### src/rtl/qeciphy_tx_link_sequencer.sv
// TX link bring-up sequencer: drives the encoder's link_enable/data_enable pair
// through IDLE -> WAIT_TX -> TRAIN -> ACTIVE, with BACKOFF/retry on failure.
module qeciphy_tx_link_sequencer #(
   parameter int TRAIN_CYCLES = 1024,
   parameter int RX_TIMEOUT   = 65536,
   parameter int BACKOFF      = 256
) (
   input  logic       clk_i,
   input  logic       rst_n_i,
   input  logic       link_req_i,
   input  logic       tx_ready_i,
   input  logic       rx_rdy_i,
   input  logic       rx_error_i,
   output logic       link_enable_o,
   output logic       data_enable_o,
   output logic       link_up_o,
   output logic       timeout_o,
   output logic [7:0] retry_cnt_o,
   output logic [2:0] state_o
);

   localparam int CNT_MAX = (RX_TIMEOUT > BACKOFF) ? RX_TIMEOUT : BACKOFF;
   localparam int CNT_W   = (CNT_MAX > 1) ? $clog2(CNT_MAX) : 1;
   localparam logic [CNT_W-1:0] TRAIN_LAST   = CNT_W'(TRAIN_CYCLES - 1);
   localparam logic [CNT_W-1:0] TIMEOUT_LAST = CNT_W'(RX_TIMEOUT - 1);
   localparam logic [CNT_W-1:0] BACKOFF_LAST = CNT_W'(BACKOFF - 1);

   typedef enum logic [2:0] {
      ST_IDLE    = 3'd0,
      ST_WAIT_TX = 3'd1,
      ST_TRAIN   = 3'd2,
      ST_ACTIVE  = 3'd3,
      ST_BACKOFF = 3'd4
   } state_t;

   state_t           r_state;
   logic [CNT_W-1:0] r_cnt;
   logic [7:0]       r_retry;
   logic             r_link_en;
   logic             r_data_en;
   logic             r_link_up;
   logic             r_timeout;

   state_t           w_state_next;
   logic             w_timeout_next;
   logic             w_counting;

   always_comb begin
      w_state_next   = r_state;
      w_timeout_next = 1'b0;
      if (!link_req_i) begin
         w_state_next = ST_IDLE;
      end else begin
         case (r_state)
            ST_IDLE:    w_state_next = ST_WAIT_TX;
            ST_WAIT_TX: if (tx_ready_i) w_state_next = ST_TRAIN;
            ST_TRAIN: begin
               // A ready RX at the end of training beats a coincident timeout.
               if (!tx_ready_i) begin
                  w_state_next = ST_BACKOFF;
               end else if ((r_cnt >= TRAIN_LAST) && rx_rdy_i) begin
                  w_state_next = ST_ACTIVE;
               end else if (r_cnt == TIMEOUT_LAST) begin
                  w_state_next   = ST_BACKOFF;
                  w_timeout_next = 1'b1;
               end
            end
            ST_ACTIVE: begin
               if (!tx_ready_i || !rx_rdy_i || rx_error_i) w_state_next = ST_BACKOFF;
            end
            ST_BACKOFF: if (r_cnt == BACKOFF_LAST) w_state_next = ST_WAIT_TX;
            default:    w_state_next = ST_IDLE;
         endcase
      end
   end

   assign w_counting = (w_state_next == r_state) &&
                       ((r_state == ST_TRAIN) || (r_state == ST_BACKOFF));

   // Outputs are registered from the next state so they always match state_o.
   always_ff @(posedge clk_i or negedge rst_n_i) begin
      if (!rst_n_i) begin
         r_state   <= ST_IDLE;
         r_cnt     <= '0;
         r_retry   <= 8'd0;
         r_link_en <= 1'b0;
         r_data_en <= 1'b0;
         r_link_up <= 1'b0;
         r_timeout <= 1'b0;
      end else begin
         r_state <= w_state_next;
         r_cnt   <= w_counting ? (r_cnt + CNT_W'(1)) : '0;
         if ((w_state_next == ST_BACKOFF) && (r_state != ST_BACKOFF) && (r_retry != 8'hFF)) begin
            r_retry <= r_retry + 8'd1;
         end
         r_link_en <= (w_state_next == ST_TRAIN) || (w_state_next == ST_ACTIVE);
         r_data_en <= (w_state_next == ST_ACTIVE);
         r_link_up <= (w_state_next == ST_ACTIVE);
         r_timeout <= w_timeout_next;
      end
   end

   assign link_enable_o = r_link_en;
   assign data_enable_o = r_data_en;
   assign link_up_o     = r_link_up;
   assign timeout_o     = r_timeout;
   assign retry_cnt_o   = r_retry;
   assign state_o       = r_state;

endmodule

### config.mk
export PLATFORM = sky130hd
export DESIGN_NAME = qeciphy_tx_link_sequencer
export DESIGN_NICKNAME = d
export VERILOG_FILES = /design/src/rtl/qeciphy_tx_link_sequencer.sv
export SDC_FILE = /design/constraint.sdc
export NUM_CORES = 1
export LEC_CHECK = 0
export CORE_ASPECT_RATIO = 0.5
export CORE_MARGIN = 1.5
export CORE_UTILIZATION = 40
export DETAILED_ROUTE_END_ITERATION = 16
export GPL_TIMING_DRIVEN = 1
export HOLD_SLACK_MARGIN = 0.05
export PLACE_DENSITY = 0.72
export SKIP_CTS_REPAIR_TIMING = 1
export SLEW_MARGIN = 10
export SYNTH_ARGS = -nofsm -noshare
export SYNTH_HDL_FRONTEND = slang
export SYNTH_SLANG_ARGS = --single-unit
export TNS_END_PERCENT = 50
### constraint.sdc
create_clock -name clk_i -period 3.01 [get_ports clk_i]
set_input_delay 0.903 -clock clk_i [delete_from_list [all_inputs] [get_ports clk_i]]
set_output_delay 0.903 -clock clk_i [all_outputs]
set_load 0.05 [all_outputs]
# --- Yosys cells after proc, flatten, opt, wreduce, memory -nomap -nowiden ---
# Cells that the tools add are included.
# W data, S select, Z words.
word_totals:
  ff_bits: 30
  input_bits: 6
  output_inout_bits: 15
  elab_cells: 46
op_classes:
  add_sub_neg: 2
  magnitude_cmp: 1
  eq_ne: 12
  n_mux: 14
  reduce_logical: 11
ops:
  columns: ["operator", "n"]
  rows:
  - ["$mux W3", 7]
  - ["$add A16 B1 Y16 const B", 1]
  - ["$eq A16 B16 Y1 const B", 1]
  - ["$eq A16 B8 Y1 const B", 1]
  - ["$ge A16 B10 Y1 const B", 1]
  - ["$mux W16", 1]
  - ["$pmux W3 S5", 1]
  - ["$eq A3 B2 Y1 const B", 4]
  - ["$add A8 B1 Y8 const B", 1]
  - ["$ne A8 B8 Y1 const B", 1]
  - ["$eq A3 B3 Y1 const B", 2]
  - ["$mux W1", 5]
  - ["$logic_and A1 B1 Y1", 4]
  - ["$logic_or A1 B1 Y1", 4]
  - ["$eq A3 B1 Y1 const B", 1]
  - ["$eq A3 B3 Y1", 1]
  - ["$logic_not A3 Y1", 1]
  - ["$ne A3 B3 Y1 const B", 1]
  - ["$logic_not A1 Y1", 2]

# --- Logic depth before layout (Yosys ltp) ---
logic_depth:
  word_depth: 9
  ltp_mapped: 8
  mapped_depth_nobuf: 7

# --- Worst setup path before layout ---
# No wires, ideal clock.
synth_path:
  path_type: "input port to flip-flop"
  start: "input port tx_ready_i"
  end: "register r_retry[1], in the netlist retry_cnt_o[1]"
  arrival_time_ns: 2.435
  required_time_ns: 2.885
  path_slack_ns: 0.450
  cell_stages: 6
  path_buffers: 1
  path_cell_list: "clkbuf_1 nand3b_1 o21ai_0 and4bb_2 a32oi_4 mux2_4"
synth_via:
  elab_chain_cells: 9
synth_rtl:
  columns: ["item", "line", "source"]
  rows:
  - ["from (decl)", "11", "input logic tx_ready_i,"]
  - ["$logic_not A1 Y1", "69", "if (!tx_ready_i || !rx_rdy_i || rx_error_i) w_state_next = ST_BACKOFF;"]
  - ["$logic_or A1 B1 Y1 (2 in a row)", "69", null]
  - ["$mux W3", "69", null]
  - ["$pmux W3 S5 (*)", "54", "case (r_state)"]
  - ["$mux W3 (*)", "51", "if (!link_req_i) begin"]
  - ["$eq A3 B3 Y1 (*)", "93", "if ((w_state_next == ST_BACKOFF) && (r_state != ST_BACKOFF) && (r_retry != 8'hFF)) begin"]
  - ["$logic_and A1 B1 Y1 (*) (2 in a row)", "93", null]
  - ["to (signal assigned)", "94", "r_retry <= r_retry + 8'd1;"]
  - ["to (decl)", "38", "logic [7:0] r_retry;"]
# Every way passes the cells marked *; elsewhere a longest branch is shown, timed or not.
# A chain may end at the register's enable or synchronous reset.

# --- Worst setup path after layout ---
layout_path:
  start: "input port tx_ready_i"
  end: "register r_retry[5], in the netlist retry_cnt_o[5]"
# The elaborated chain is that of the path after synthesis.

==> results.toml <==
[clocking]
path_clk_slew_ns = 0.07
numClockSinks = 30
h-tree-depth = 2
cts_buffer_depth = 2
numCtsBuffers = 5
cts_tree = "yes"
insertion_delay_ns = 0.28
cts_root_buf = "clkbuf_8"

[placed_design]
hpwl_um = 2240
dpl_cell_area_mm2 = 0.00186
place_ws_ns = 0.0481
io_buffer_count = 20
gp_congestion = 0.943

[layout]
final_nets = 191
drive_above_1_share_pct = 12.5
fin_area_mm2 = 0.00197
final_cell_mix = "dfrtp_1, nor2_1, clkdlybuf4s50_1, xor2_1, nand3_1"
area_delta_synth_final_pct = 24.0
nFillCells = 321
n_antenna_cell = 0
layout_commonest_cell = "dfrtp_1"

[synthesis]
synth-main-ff-cell = "dfrtp_1"
ys_ff_latch = 30
ys_seq_area_share_pct = 47.2
synth_area_mm2 = 0.00159
synth_edf_count = 0
syn-mean-instance-area_um2 = 10.3
syn-num-nets = 163
ys_types = 42
yosysWarnings = 0
synthCells = 155
synthArstFlopShare_pct = 100

[sta]
finClkSkew_ns = 0.00861
max_clock_freq_mhz = 370
slew_viol_final = 0
worst_slack_ns = 0.307
tightest_slew_ns = 0.631
slew_headroom_pct = 57.5
setup-tns-final_ns = 0
fin_crit_sh_pct = 89.8
timing.final.crit_period_ns = 2.70
rsz0062_at_grt = "false"
setup_viol = 0
finalHoldViolCount = 0

[floorplan]
rows = 15
die_x_um = 92.2
start_util_pct = 43.9
dieArea_mm2 = 0.00439
core_mm2 = 0.00362
die_y_um = 47.6
io_pins = 21

[global_routing]
grt_use_total_pct = 16.9
met3_usage_pct = 5.87
grt.overflow.total = 0
gr-max-usage-layer = "met2"
met1_usage_pct = 21.6
grt_max_degree = 31
grt_pass1_vias = 1177
grtUsageMet2_pct = 27.4
antenna_found_initial = 0
grt_pass1_wl_um = 5490

[power_and_ir_drop]
p_per_area_mw_per_mm2 = 500
p_switching_w = 0.000266
p_int_w = 0.000720
p_comb_share_pct = 15.2
clkPwrFrac_pct = 40.7
power_frac_seq_pct = 44.1
p_leak_nw = 0.829
ir_worst_vdd_mv = 0.218
netSwitchingFraction_pct = 27.0

[worst_setup_path]
reg2reg_from = "r_cnt[10]"
critPathMaxFanout = 7
crit_path_end_kind = "register"
worstRegToRegCells = 7
reg2reg_slack_ns = 0.44
required_ns = 3.18
start_kind = "input pin"
criticalPathCategory = "input pin to register"
timing.rr.end = "retry_cnt_o[5]"
cp_data_arrival_time_ns = 2.87

[job]
maxCapViolCount = 0

[drt]
wl_per_cell_um = 13.8
first_iter_violations = 56
ant_nets = 0
via_per_inst = 5.27
detail_route.first_pass.iterations = 5
wl_um = 3240
drc = 0
vias = 1239

[worst_hold_path]
hp-class = "register to register"
hold_start = "retry_cnt_o[5]"
hold_end = "retry_cnt_o[5]"
min_path_cells = 1

[outcome]
status = "finished clean"
==> cell usage after synthesis (all sizes together), types with 3 or more instances <==
cell,count,area share (%)
or4,3,1.7
xor2,13,7.2
nor2,26,6.1
nand3,11,3.5
nand4,3,1.2
inv,7,1.7
dfrtp,30,47
xnor2,8,4.4
o21ai,6,1.9
nor3,3,0.94
nand2,9,2.1
==> layout make-up <==
type | count | area (um^2) | area share [%]
multi-input combinational | 115 | 792 | 40.1
sequential | 30 | 751 | 38.0
timing repair buffer | 24 | 230 | 11.7
clock buffer | 6 | 72.6 | 3.68
tap | 51 | 63.8 | 3.23
clock inverter | 2 | 37.5 | 1.90
inverter | 7 | 26.3 | 1.33
==> routing by layer <==
layer	routed length [um]	part of all wire [%]
met1	1570	48
met2	1490	46
met3	131	4.0
met4	50	1.5
met5	0	0
==> logic make-up after synthesis <==
kind of cell | Yosys count | share of synthesized area (%)
XOR/XNOR | 21 | 11.6
AND/OR/NAND/NOR | 71 | 24.0
flip-flops | 30 | 47.2
adder cells (fa/ha/maj) | 2 | 1.57
AO/OA/AOI/OAI | 20 | 11.7
buffers and inverters | 10 | 3.07
multiplexers | 1 | 0.943
==> worst max-delay path, cell delays in order <==
cell	delay [ns]
clkdlybuf4s50_1	0.57
nand3b_1	0.13
o21ai_0	0.31
and4bb_2	0.29
a32oi_4	0.24
buf_4	0.20
nor3_1	0.07
xor2_1	0.14
==> how the worst max path moves through the flow <==
| stage | startpoint | endpoint | slack (ns) |
|---|---|---|---|
| after detailed placement | tx_ready_i | retry_cnt_o[5] | 0.05 |
| after global placement | tx_ready_i | retry_cnt_o[5] | 0.14 |
| after global routing | tx_ready_i | retry_cnt_o[3] | 0.23 |
| after floorplan | tx_ready_i | retry_cnt_o[1] | 0.45 |
| after CTS | tx_ready_i | retry_cnt_o[5] | 0.33 |
| final | tx_ready_i | retry_cnt_o[5] | 0.31 |
==> power groups by stage <==
stage | logic (W) | registers, W | clock network, W
after floorplan | 0.0000465 | 0.000487 | 0
after global placement | 0.000149 | 0.000441 | 0
after detailed placement | 0.000150 | 0.000441 | 0
after CTS | 0.000152 | 0.000434 | 0.000405
after global routing | 0.000161 | 0.000437 | 0.000425
final | 0.000150 | 0.000434 | 0.000401
==> through the flow <==
| stage | total power, W | util (%) | hold slack, ns | std cells |
|---|---|---|---|---|
| after global placement | 0.000590 | 51.4 | 0.475 | 227 |
| after CTS | 0.000991 | 54.5 | 0.500 | 235 |
| final | 0.000986 | 54.5 | 0.497 | 235 |
| after floorplan | 0.000533 | - | 0.450 | 155 |
| after detailed placement | 0.000591 | 51.4 | 0.488 | 227 |
| after global routing | 0.00102 | 54.5 | 0.518 | 235 |
==> flip-flops by register name (all words and copies together), names as in the netlist <==
signal	flops
r_cnt	16
retry_cnt_o	8
state_o	3
link_enable_o	1
link_up_o	1
timeout_o	1
(Power assumes the default switching activity.)
